**src/rtl/seg_display_pkg.sv**
```systemverilog
// Shared types, segment constants and the BCD-to-segment decoder for the
// seven-segment display controller (segments active-low, bit 6 = g .. bit 0 = a).
package seg_display_pkg;

  typedef logic [3:0] bcd_digit_t;

  localparam logic [6:0] SEG_BLANK = 7'b1111111;
  localparam logic [6:0] SEG_MINUS = 7'b0111111;
  localparam logic [6:0] SEG_E     = 7'b0000110;

  function automatic logic [6:0] digit_to_seg(input bcd_digit_t d);
    logic [6:0] s;
    case (d)
      4'd0:    s = 7'b1000000;
      4'd1:    s = 7'b1111001;
      4'd2:    s = 7'b0100100;
      4'd3:    s = 7'b0110000;
      4'd4:    s = 7'b0011001;
      4'd5:    s = 7'b0010010;
      4'd6:    s = 7'b0000010;
      4'd7:    s = 7'b1111000;
      4'd8:    s = 7'b0000000;
      4'd9:    s = 7'b0010000;
      default: s = SEG_BLANK;
    endcase
    return s;
  endfunction

endpackage

```
**src/rtl/seg_display_ctrl_bin2bcd_seq.sv**
```systemverilog
// Sequential double-dabble converter: one magnitude bit per clock, WIDTH clocks
// per conversion, result and overflow published together on the final iteration.
module bin2bcd_seq
  import seg_display_pkg::*;
#(
  parameter int WIDTH  = 8,
  parameter int DIGITS = 4
) (
  input  logic                  i_clk,
  input  logic                  i_rst_n,
  input  logic                  i_load,
  input  logic [WIDTH-1:0]      i_mag,
  input  logic                  i_neg,
  output logic                  o_busy,
  output logic [4*DIGITS-1:0]   o_bcd,
  output logic                  o_overflow,
  output logic                  o_done
);

  localparam int CNT_W = $clog2(WIDTH + 1);

  logic [WIDTH-1:0]    r_mag;
  logic [4*DIGITS-1:0] r_work;
  logic [CNT_W-1:0]    r_cnt;
  logic                r_ovf;

  logic [4*DIGITS-1:0] w_adj;
  logic [4*DIGITS-1:0] w_shifted;
  logic                w_carry;
  logic                w_last;
  logic                w_start;
  logic                w_top_nz;

  // Add-3 correction on every digit, then shift the next magnitude bit in.
  always_comb begin
    w_adj = '0;
    for (int d = 0; d < DIGITS; d++) begin
      w_adj[4*d +: 4] = (r_work[4*d +: 4] >= 4'd5) ? (r_work[4*d +: 4] + 4'd3)
                                                    : r_work[4*d +: 4];
    end
    w_shifted = {w_adj[4*DIGITS-2:0], r_mag[WIDTH-1]};
    w_carry   = w_adj[4*DIGITS-1];
    w_top_nz  = |w_shifted[4*DIGITS-1 -: 4];
    w_last    = o_busy && (r_cnt == CNT_W'(WIDTH - 1));
    w_start   = i_load && (!o_busy || w_last);
  end

  assign o_done = w_last;

  // Conversion state and published result; a load on the final iteration starts the next run.
  always_ff @(posedge i_clk) begin
    if (!i_rst_n) begin
      r_mag      <= '0;
      r_work     <= '0;
      r_cnt      <= '0;
      r_ovf      <= 1'b0;
      o_busy     <= 1'b0;
      o_bcd      <= '0;
      o_overflow <= 1'b0;
    end else begin
      if (w_start) begin
        r_mag  <= i_mag;
        r_work <= '0;
        r_cnt  <= '0;
        r_ovf  <= 1'b0;
        o_busy <= 1'b1;
      end else if (o_busy) begin
        r_mag  <= r_mag << 1;
        r_work <= w_shifted;
        r_cnt  <= r_cnt + CNT_W'(1);
        r_ovf  <= r_ovf | w_carry;
        o_busy <= !w_last;
      end
      // The top digit is reserved for the minus sign on negative values.
      if (w_last) begin
        o_bcd      <= w_shifted;
        o_overflow <= r_ovf | w_carry | (i_neg & w_top_nz);
      end
    end
  end

endmodule

```
**src/rtl/seg_display_ctrl.sv**
```systemverilog
// Seven-segment display controller: binary-to-BCD conversion, sign/overflow/
// leading-zero rendering and time-multiplexed active-low digit scan.
module seg_display_ctrl
  import seg_display_pkg::*;
#(
  parameter int WIDTH   = 8,
  parameter int DIGITS  = 4,
  parameter int REFRESH = 4,
  parameter bit SIGNED  = 1'b0,
  parameter bit LZB     = 1'b1
) (
  input  logic                i_clk,
  input  logic                i_rst_n,
  input  logic [WIDTH-1:0]    i_value,
  input  logic                i_load,
  output logic                o_busy,
  output logic [4*DIGITS-1:0] o_bcd,
  output logic                o_overflow,
  output logic [6:0]          o_seg,
  output logic [DIGITS-1:0]   o_an
);

  localparam int IDX_W  = (DIGITS > 1) ? $clog2(DIGITS) : 1;
  localparam int SLOT_W = $clog2(REFRESH);

  logic              w_neg;
  logic [WIDTH-1:0]  w_mag;
  logic              w_done;
  logic              w_accept;
  logic              r_sign_cap;
  logic              r_sign;
  logic [SLOT_W-1:0] r_slot;
  logic [IDX_W-1:0]  r_idx;
  logic [DIGITS-1:0] w_zero_from;
  bcd_digit_t        w_digit;
  logic              w_zero_sel;
  logic [6:0]        w_pat;
  logic [DIGITS-1:0] w_an_lit;

  assign w_neg    = SIGNED && i_value[WIDTH-1];
  assign w_mag    = w_neg ? (~i_value + WIDTH'(1)) : i_value;
  assign w_accept = i_load && (!o_busy || w_done);

  bin2bcd_seq #(
    .WIDTH  (WIDTH),
    .DIGITS (DIGITS)
  ) u_bin2bcd (
    .i_clk      (i_clk),
    .i_rst_n    (i_rst_n),
    .i_load     (i_load),
    .i_mag      (w_mag),
    .i_neg      (r_sign_cap),
    .o_busy     (o_busy),
    .o_bcd      (o_bcd),
    .o_overflow (o_overflow),
    .o_done     (w_done)
  );

  // Sign is captured with the value but only shown once the result is published.
  always_ff @(posedge i_clk) begin
    if (!i_rst_n) begin
      r_sign_cap <= 1'b0;
      r_sign     <= 1'b0;
    end else begin
      if (w_accept) r_sign_cap <= w_neg;
      if (w_done)   r_sign     <= r_sign_cap;
    end
  end

  // Segment pattern for the digit currently being scanned.
  always_comb begin
    w_zero_from[DIGITS-1] = (o_bcd[4*DIGITS-1 -: 4] == 4'd0);
    for (int k = DIGITS - 2; k >= 0; k--) begin
      w_zero_from[k] = w_zero_from[k+1] && (o_bcd[4*k +: 4] == 4'd0);
    end
    w_digit    = 4'd0;
    w_zero_sel = 1'b0;
    for (int k = 0; k < DIGITS; k++) begin
      w_digit    = (IDX_W'(k) == r_idx) ? o_bcd[4*k +: 4] : w_digit;
      w_zero_sel = (IDX_W'(k) == r_idx) ? w_zero_from[k]  : w_zero_sel;
    end
    if (o_overflow) begin
      w_pat = SEG_E;
    end else if (r_sign && (r_idx == IDX_W'(DIGITS - 1))) begin
      w_pat = SEG_MINUS;
    end else if (LZB && (r_idx != IDX_W'(0)) && w_zero_sel) begin
      w_pat = SEG_BLANK;
    end else begin
      w_pat = digit_to_seg(w_digit);
    end
    w_an_lit = ~(DIGITS'(1) << r_idx);
  end

  // Scan counters: slot 0 is dead time where the next digit's pattern is loaded.
  always_ff @(posedge i_clk) begin
    if (!i_rst_n) begin
      r_slot <= '0;
      r_idx  <= '0;
      o_an   <= '1;
      o_seg  <= SEG_BLANK;
    end else begin
      if (r_slot == SLOT_W'(REFRESH - 1)) begin
        r_slot <= '0;
        o_an   <= '1;
        r_idx  <= (r_idx == IDX_W'(DIGITS - 1)) ? IDX_W'(0) : (r_idx + IDX_W'(1));
      end else begin
        r_slot <= r_slot + SLOT_W'(1);
        o_an   <= w_an_lit;
      end
      if (r_slot == SLOT_W'(0)) o_seg <= w_pat;
    end
  end

endmodule

```
**config.mk**
```make
export PLATFORM = sky130hd
export DESIGN_NAME = seg_display_ctrl
export DESIGN_NICKNAME = d
export VERILOG_FILES = /design/src/rtl/seg_display_pkg.sv /design/src/rtl/seg_display_ctrl_bin2bcd_seq.sv /design/src/rtl/seg_display_ctrl.sv
export SDC_FILE = /design/constraint.sdc
export NUM_CORES = 1
export LEC_CHECK = 0
export ABC_AREA = 1
export CAP_MARGIN = 10
export CORE_UTILIZATION = 55
export CTS_CLUSTER_DIAMETER = 30
export DETAILED_ROUTE_END_ITERATION = 8
export GPL_ROUTABILITY_DRIVEN = 0
export PLACE_DENSITY = 0.89
export SYNTH_ARGS = -nofsm -noshare
export SYNTH_HDL_FRONTEND = slang
export SYNTH_SLANG_ARGS = --single-unit
```
**constraint.sdc**
```tcl
create_clock -name i_clk -period 2.9 [get_ports i_clk]
set_clock_uncertainty 0.2 [all_clocks]
set_input_delay 0.435 -clock i_clk [delete_from_list [all_inputs] [get_ports i_clk]]
set_output_delay 0.435 -clock i_clk [all_outputs]
set_load 0.05 [all_outputs]
```
==> results of run 1 <==
==> logic make-up after synthesis <==
group,share of synthesized area
and+or+nand+nor,0.243
AOI/OAI and AO/OA,0.175
buffers and inverters,0.0959
DFF,0.390
adders and majority gates,0.0786
xor gates and xnor gates,0.0165
==> path summary, 6_finish.rpt <==
check,cells after the start,to,slack [ns]
worst max-delay path,14,o_seg[3],0.53
worst min-delay path,1,r_slot[0],0.25
worst max register to register,14,o_seg[3],0.53
worst min register to register,1,r_slot[0],0.25
==> layout make-up <==
class	instances	area, µm²	area share
multi-input combinational	299	1640	0.431
sequential	62	1240	0.327
timing repair buffer	42	413	0.109
inverter	56	213	0.0561
clock buffer	12	155	0.0409
tap	72	90.1	0.0238
clock inverter	4	45.0	0.0119
==> flip-flops by register name, indices dropped and copies added, names as in the netlist <==
name                  count
o_an                      4
o_seg                     7
r_idx                     2
r_slot                    2
u_bin2bcd.o_bcd          16
u_bin2bcd.o_busy          1
u_bin2bcd.o_overflow      1
u_bin2bcd.r_cnt           4
u_bin2bcd.r_mag           8
u_bin2bcd.r_ovf           1
u_bin2bcd.r_work         16
==> cells in the mapped netlist, drive strengths merged <==
cell type  number
or2             7
nand2         100
nor2           35
nand3          25
nand3b          2
a21oi          51
buf             7
nand4           1
o21ai          32
nor4            1
a31oi           7
dfxtp          62
a21boi          1
a211oi          6
clkbuf          7
o211ai          4
xor2            6
nor3            1
inv            55
ha             20
clkinv          1
==> critical path: stages, from the launching register on <==
cell	delay, ns
dfxtp_1	0.40
inv_1	0.09
ha_1	0.30
nand2_1	0.11
nand2_1	0.06
o21ai_1	0.07
o21ai_1	0.08
nand2_1	0.17
inv_1	0.10
ha_1	0.19
nand3b_1	0.19
nand3_1	0.11
nand3_1	0.07
nand2_1	0.08
nand2_1	0.05
==> metal layers <==
metal,vias to the layer above,global-route usage,wire length [µm]
met5,-,0,0
met1,1401,0.309,3120
met4,0,0.144,174
li1,1484,-,-
met3,20,0.0547,477
met2,128,0.419,3440
==> power by group through the flow <==
stage / registers, mW / clock network, mW / logic [mW]
final: 0.919 / 0.764 / 0.286
after CTS: 0.918 / 0.773 / 0.284
after global routing: 0.924 / 0.804 / 0.314
after global placement: 0.935 / 0 / 0.273
after floorplan: 0.990 / 0 / 0.144
after detailed placement: 0.937 / 0 / 0.282
==> layout by cell type (no fill, tap or decap), types with 7 or more instances in the layout <==
cell             count
clkdlybuf4s50_1     39
a31oi_1              7
dfxtp_1             62
nand3_1             23
clkbuf_8            11
nand2_1             90
nor2_1              34
or2_2                7
a21oi_1             51
inv_1               48
ha_1                20
o21ai_0             26
==> flow_summary.yaml, run 1 <==
status:
  run_status: "complete, no violations"
pwr:
  power_frac_seq: 0.467
  peakVddDrop_mv: 0.459
  leakagePower_nw: 1.63
  finalPower_mw: 1.97
  p_int_mw: 1.43
  swShare: 0.275
  clockPowerShare: 0.388
  power_density_nw_per_um2: 519
  power_frac_comb: 0.145
  power_switching_mw: 0.541
timing:
  slew_headroom: 0.663
  slew_viol_final: 0
  rsz0062_at_grt: "no"
  finalSetupViolations: 0
  post-route-period-util: 0.817
  hold_viol: 0
  whs_ns: 0.252
  setup_tns_ns: 0
  clock.fmax_mhz: 422
  tightest_slew_ns: 0.504
  layout_setup_ws_ns: 0.532
  fin_crit_ns: 2.37
placement:
  numPortBuffers: 39
  place_area_um2: 3590
  preCtsSetupSlack_ns: 0.583
  post-place-cells: 531
  dpl.hpwl_um: 5140
floorplan:
  dieArea_um2: 6090
  io_pins: 40
  start_util: 0.574
  rows: 27
  die-width_um: 78.1
  coreArea_um2: 5540
  die_h_um: 78.1
yosys:
  ys_warn_count: 0
  synthCells: 431
  syn_area_um2: 3180
  yosysUniqueCellTypes: 33
  syn_nets: 462
  ys_seq_area_frac: 0.390
  synth_top_area_share: 0.390
  ys_ff_latch: 62
  yosys-top-cells-area: "dfxtp_1 39%, nand2_1 11%, a21oi_1 8.0%, ha_1 7.9%, inv_1 5.7%"
  synth_top_cell_by_area: "dfxtp_1"
  avgSynthCellArea_um2: 7.38
clock_tree:
  post_cts_resized: 0
  ctsLongestPathBuffers: 2
  post-cts-setup-buffers: 0
  clk_latency_ns: 0.34
  tritoncts: "done"
  hold_buffers: 0
  clk_pin_slew_ns: 0.07
  cts_sinks: 62
  clockRootBuffer: "clkbuf_8"
  htree_levels: 3
  numCtsBuffers: 9
critical_path:
  critPathRequiredTime_ns: 2.94
  cp_max_fo: 6
  reg2reg_from: "r_idx[0]"
  endpoint_kind: "flop"
  cp-start-kind: "flop"
  crit_arrival_ns: 2.41
  crit_type: "reg -> reg"
  crit_path_start: "r_idx[0]"
grt:
  grt_pass1_wl_um: 12200
  track_usage: 0.255
  antenna_found_initial: 0
  grt_remaining_overflow: 0
  grt_max_degree: 27
  grt_pass1_vias: 2728
drt:
  drtAntennaViolNets: 0
  wire_per_inst_um: 13.2
  wl_um: 7210
  drc: 0
  num_vias: 3033
  first_pass_iters: 5
  vias_per_cell: 5.54
  dr.first_iter.drc_count: 211
layout:
  fin_cells: 547
  synthToLayoutAreaGrowth_pct: 19.2
  diodes: 0
  final_area_um2: 3790
  postLayoutCoreUtil: 0.685
  nets: 501
  nFillCells: 453
  drive_gt1_frac: 0.101
min_path:
  min_path_type: "reg -> reg"
  hp-start: "r_slot[0]"
job:
  drv_cap: 0
Note: power is estimated with default switching activity, not from simulation.
==> run 2, diff against run 1 <==
Settings changed: CORE_UTILIZATION 55 to 50, PLACE_DENSITY 0.89 to 0.86.
Clock period 2.9 ns to 2.11 ns, I/O delays scaled along.
==> run 2 against run 1 <==
Maximum frequency is 14% higher. Critical path depth down 1. Non-clock buffer count up 14. Clock-buffer cell count decreased by 2. Via count grew 0.66%. Clock power is 39% higher. Worst hold slack improved by 0.026 ns. Worst setup slack got worse by 0.50 ns. Register-to-register slack worse by 0.50 ns. Sequential cell count unchanged. Critical endpoint is now o_seg[4]. Largest cell class unchanged. Largest power group unchanged.
==> flow_summary.yaml, run 2 (synthesis results as in run 1) <==
layout:
  final_common_cell: "nand2_1"
  diodes: 0
  largestRegisters: "u_bin2bcd.o_bcd (16), u_bin2bcd.r_work (16), u_bin2bcd.r_mag (8)"
  multi_input_area_um2: 1690
  synthToLayoutAreaGrowth_pct: 25.4
  nets: 515
  final_area_um2: 3990
  final_cell_mix: "88 x nand2_1, 60 x dfxtp_1, 50 x a21oi_1, 43 x inv_1, 32 x nor2_1"
  nFillCells: 510
  drive_gt1_frac: 0.166
  regArea_um2: 1250
timing:
  slew_headroom: 0.650
  fin_crit_ns: 2.08
  slew_viol_final: 0
  tightest_slew_ns: 0.523
  whs_ns: 0.277
  post-route-period-util: 0.987
  hold_viol: 0
  clock.fmax_mhz: 480
  finalSetupViolations: 0
  setup_tns_ns: 0
  rsz0062_at_grt: "yes"
clock_tree:
  ctsLongestPathBuffers: 2
  cts_sinks: 62
  numCtsBuffers: 9
  htree_levels: 3
  tritoncts: "done"
  clockRootBuffer: "clkbuf_8"
  clk_pin_slew_ns: 0.07
  clk_latency_ns: 0.35
  hold_buffers: 0
drt:
  first_pass_iters: 5
  dr.first_iter.drc_count: 233
  wl_um: 7980
  drc: 0
  num_vias: 3053
  vias_per_cell: 5.41
  wire_per_inst_um: 14.2
  drtAntennaViolNets: 0
critical_path:
  r2r_slack_ns: 0.03
  reg2reg_depth: 13
  crit_arrival_ns: 2.13
  crit_path_start: "r_idx[1]"
  reg2reg_from: "r_idx[1]"
  crit_type: "reg -> reg"
  r2r-end: "o_seg[4]"
  critPathRequiredTime_ns: 2.15
  critPathCapture: "o_seg[4]"
  cp-start-kind: "flop"
  endpoint_kind: "flop"
  cp_max_fo: 5
grt:
  track_usage: 0.249
  grt_pass1_vias: 2822
  antenna_found_initial: 0
  grt_pass1_wl_um: 12500
  grt_max_degree: 25
  grt_remaining_overflow: 0
placement:
  place_area_um2: 3690
  dpl.hpwl_um: 5250
  numPortBuffers: 39
pwr:
  finalPower_mw: 2.74
  leakagePower_nw: 1.83
  power_density_nw_per_um2: 688
  peakVddDrop_mv: 0.478
job:
  drv_cap: 0
floorplan:
  io_pins: 40
  coreArea_um2: 6030
  rows: 28
  die_h_um: 81.8
  start_util: 0.528
  die-width_um: 81.8
  dieArea_um2: 6690
status:
  run_status: "complete, no violations"
min_path:
  hp-start: "o_seg[6]"
  min_path_type: "reg -> reg"
[run 2: cell types whose count changed in the layout (fill, tap and decap cells not counted), sizes merged]
cell / before / now
clkinv: 4 / 5
dlymetal6s2s: 0 / 5
dlygate4sd2: 0 / 7
clkinvlp: 0 / 1
buf: 3 / 18
clkdlybuf4s50: 39 / 26
clkbuf: 12 / 10
[run 2: worst max-delay path, cell delays in order, from the launching register on]
cell and delay, ns:
dfxtp_4 0.39, inv_4 0.06, ha_4 0.18, a21oi_2 0.14
nand2_2 0.09, a21boi_4 0.24, ha_1 0.19, nand3_1 0.12
nand2_1 0.08, nand2_1 0.05, inv_1 0.05, nand2_1 0.06
nand2_1 0.06, nand2_1 0.05
[run 2: final cells by class]
class | instances | area share
multi-input cells | 299 | 0.424
flip-flops and latches | 62 | 0.313
well taps | 75 | 0.0235
inverters | 56 | 0.0552
clock inverters | 6 | 0.0154
clock buffers | 10 | 0.0345
repair buffers | 56 | 0.134
[run 2: metal layers]
| metal | track usage | part of all wire | up-vias |
|---|---|---|---|
| li1 | - | - | 1502 |
| met1 | 0.306 | 0.44 | 1382 |
| met2 | 0.407 | 0.47 | 142 |
| met3 | 0.0644 | 0.063 | 27 |
| met4 | 0.109 | 0.032 | 0 |
| met5 | 0 | 0 | - |
[run 2: where the power goes]
part	total [mW]	switching, mW	internal (mW)
Clock	1.06	0.487	0.572
Sequential	1.27	0.0415	1.22
Combinational	0.417	0.267	0.150
[run 2: how the worst min path moves through the flow]
stage	to	cells past startpoint
6_report	o_seg[6]	2
5_1_grt	o_seg[2]	2
3_3_place_gp	r_slot[0]	1
2_1_floorplan	r_slot[0]	1
4_1_cts	o_seg[1]	2
3_5_place_dp	r_slot[0]	1
[run 2: metrics by stage]
| stage | setup slack (ns) | std cells | util |
|---|---|---|---|
| floorplan | 0.0233 | 431 | - |
| global placement | 0.0551 | 545 | 0.612 |
| detailed placement | -0.0421 | 545 | 0.612 |
| CTS | 0.00428 | 561 | 0.644 |
| global route | -0.0460 | 564 | 0.662 |
| finish | 0.0277 | 564 | 0.662 |
[run 2: what timing repair did]
action / CTS / global route
setup buffers: 0 / 3
gates resized for setup: 9 / 29
pin swaps: 0 / 9
setup endpoints to repair: 12 / 12
==> run 3, diff against run 2 <==
Settings changed: CORE_UTILIZATION 50 to 52, CTS_BUF_LIST set to sky130_fd_sc_hd__clkbuf_4 sky130_fd_sc_hd__clkbuf_8, GPL_ROUTABILITY_DRIVEN 0 to not set, PLACE_DENSITY 0.86 to 0.89.
==> run 3 against run 2 <==
Combinational power up 3%. Worst setup slack better by 0.00073 ns. Core utilization up 1.9 points. Largest power group unchanged. Final cell count unchanged. Maximum frequency about the same. Register-to-register slack about the same.
==> flow_summary.yaml, run 3 (synthesis results as in run 1) <==
status:
  run_status: "complete, no violations"
drt:
  vias_per_cell: 5.45
  wl_um: 7930
  wire_per_inst_um: 14.1
  dr.first_iter.drc_count: 282
  drtAntennaViolNets: 0
  num_vias: 3072
  drc: 0
  first_pass_iters: 5
floorplan:
  start_util: 0.537
  coreArea_um2: 5920
  die_h_um: 80.2
  io_pins: 40
  rows: 28
  dieArea_um2: 6440
  die-width_um: 80.2
pwr:
  peakVddDrop_mv: 0.433
  power_density_nw_per_um2: 684
  leakagePower_nw: 1.87
  finalPower_mw: 2.76
  power_switching_mw: 0.752
  clockPowerShare: 0.386
  swShare: 0.273
  power_frac_comb: 0.156
  p_int_mw: 2.01
  power_frac_seq: 0.458
critical_path:
  cpMostUsedCell: "nand2_1"
  crit_type: "reg -> reg"
  cp-start-kind: "flop"
  path_buf_inv: 2
  path_cells: "inv_4 > ha_4 > a21oi_2 > nand2_2 > a21boi_4 > ha_1 > nand3_1 > nand2_1 > nand2_1 > inv_1 > nand2_1 > nand2_1 > nand2_1"
  endpoint_kind: "flop"
  critPathRequiredTime_ns: 2.14
  crit_arrival_ns: 2.11
  path_delay_family: "simple AND/OR/NAND/NOR gates"
  cp_max_fo: 5
  slowest_delay_ns: 0.38
  cp_slowest_cell: "dfxtp_4"
layout:
  final_cell_mix: "87 x nand2_1, 60 x dfxtp_1, 50 x a21oi_1, 44 x inv_1, 33 x nor2_1"
  drive_gt1_frac: 0.172
  fin_cells: 564
  synthToLayoutAreaGrowth_pct: 26.8
  final_area_um2: 4030
  largestRegisters: "u_bin2bcd.o_bcd (16), u_bin2bcd.r_work (16), u_bin2bcd.r_mag (8)"
  nets: 517
  final_common_cell: "nand2_1"
  diodes: 0
min_path:
  min_path_type: "reg -> reg"
clock_tree:
  clockRootBuffer: "clkbuf_8"
  htree_levels: 3
  clk_pin_slew_ns: 0.07
  cts_sinks: 62
  tritoncts: "done"
  clk_latency_ns: 0.34
  numCtsBuffers: 9
  hold_buffers: 0
  ctsLongestPathBuffers: 2
grt:
  antenna_found_initial: 0
  grt_pass1_vias: 2768
  grt.busiest_layer: "met2"
  grtUsageMet1: 0.313
  grt_remaining_overflow: 0
  grt_max_degree: 25
  grt_pass1_wl_um: 12600
  use_met3: 0.0466
  grtUsageMet2: 0.427
  track_usage: 0.255
placement:
  gp_congestion: 0.918
  dpl.hpwl_um: 5390
  post-place-cells: 544
  numPortBuffers: 39
  place_area_um2: 3690
timing:
  slew_viol_final: 0
  finalSetupViolations: 0
  fin_crit_ns: 2.08
  hold_viol: 0
  tightest_slew_ns: 0.516
  setup_tns_ns: 0
  slew_headroom: 0.656
  clock.fmax_mhz: 480
  post-route-period-util: 0.987
job:
  drv_cap: 0
[run 3: cell count changes in the layout (fill, tap and decap cells not counted), moves of 2 or more]
cell,previous run,this run
clkinv_2,3,0
o21ai_2,0,3
clkbuf_4,0,2
o21ai_1,6,3
[run 3: final cells by class]
class                      instances  area [µm²]
sequential                        62        1250
tap                               75        93.8
clock buffer                      13         166
multi-input combinational        299        1710
fill                             462        1890
inverter                          56         220
timing repair buffer              58         567
clock inverter                     1        30.0
[run 3: metal layers]
metal / vias up / wire [µm]
li1: 1510 / -
met1: 1418 / 3420
met2: 119 / 3860
met3: 25 / 429
met4: 0 / 211
met5: - / 0
[run 3: power by group through the flow]
| stage | registers, mW | logic, mW | clock network (mW) |
|---|---|---|---|
| 3_5_place_dp | 1.29 | 0.402 | 0 |
| 5_1_grt | 1.27 | 0.471 | 1.14 |
| 2_1_floorplan | 1.36 | 0.197 | 0 |
| 6_report | 1.27 | 0.430 | 1.07 |
| 3_3_place_gp | 1.29 | 0.387 | 0 |
| 4_1_cts | 1.26 | 0.406 | 1.07 |
[run 3: through the flow]
step	hold slack, ns	setup WS [ns]	utilization
after floorplan	0.217	0.0233	-
after global placement	0.228	0.0592	0.624
after detailed placement	0.236	-0.0531	0.624
after CTS	0.246	0.00648	0.658
after global routing	0.278	-0.0997	0.681
final	0.246	0.0284	0.681
[run 3: timing repair]
action	CTS	global route
resized for setup	11	30
endpoints found under the setup margin	11	13
pin swaps	0	7
setup buffers	0	6
[run 3: final timing paths]
| kind | from | endpoint | slack [ns] | cells past startpoint |
|---|---|---|---|---|
| worst max-delay path | r_idx[1] | o_seg[4] | 0.03 | 13 |
| worst min-delay path | r_slot[0] | r_slot[0] | 0.25 | 1 |
| worst max register to register | r_idx[1] | o_seg[4] | 0.03 | 13 |
| worst min register to register | r_slot[0] | r_slot[0] | 0.25 | 1 |
[run 3: worst register-to-register path: stages, from the launching register on]
cell,delay (ns)
dfxtp_4,0.38
inv_4,0.06
ha_4,0.18
a21oi_2,0.16
nand2_2,0.08
a21boi_4,0.22
ha_1,0.18
nand3_1,0.10
nand2_1,0.11
nand2_1,0.08
inv_1,0.07
nand2_1,0.06
nand2_1,0.05
nand2_1,0.04
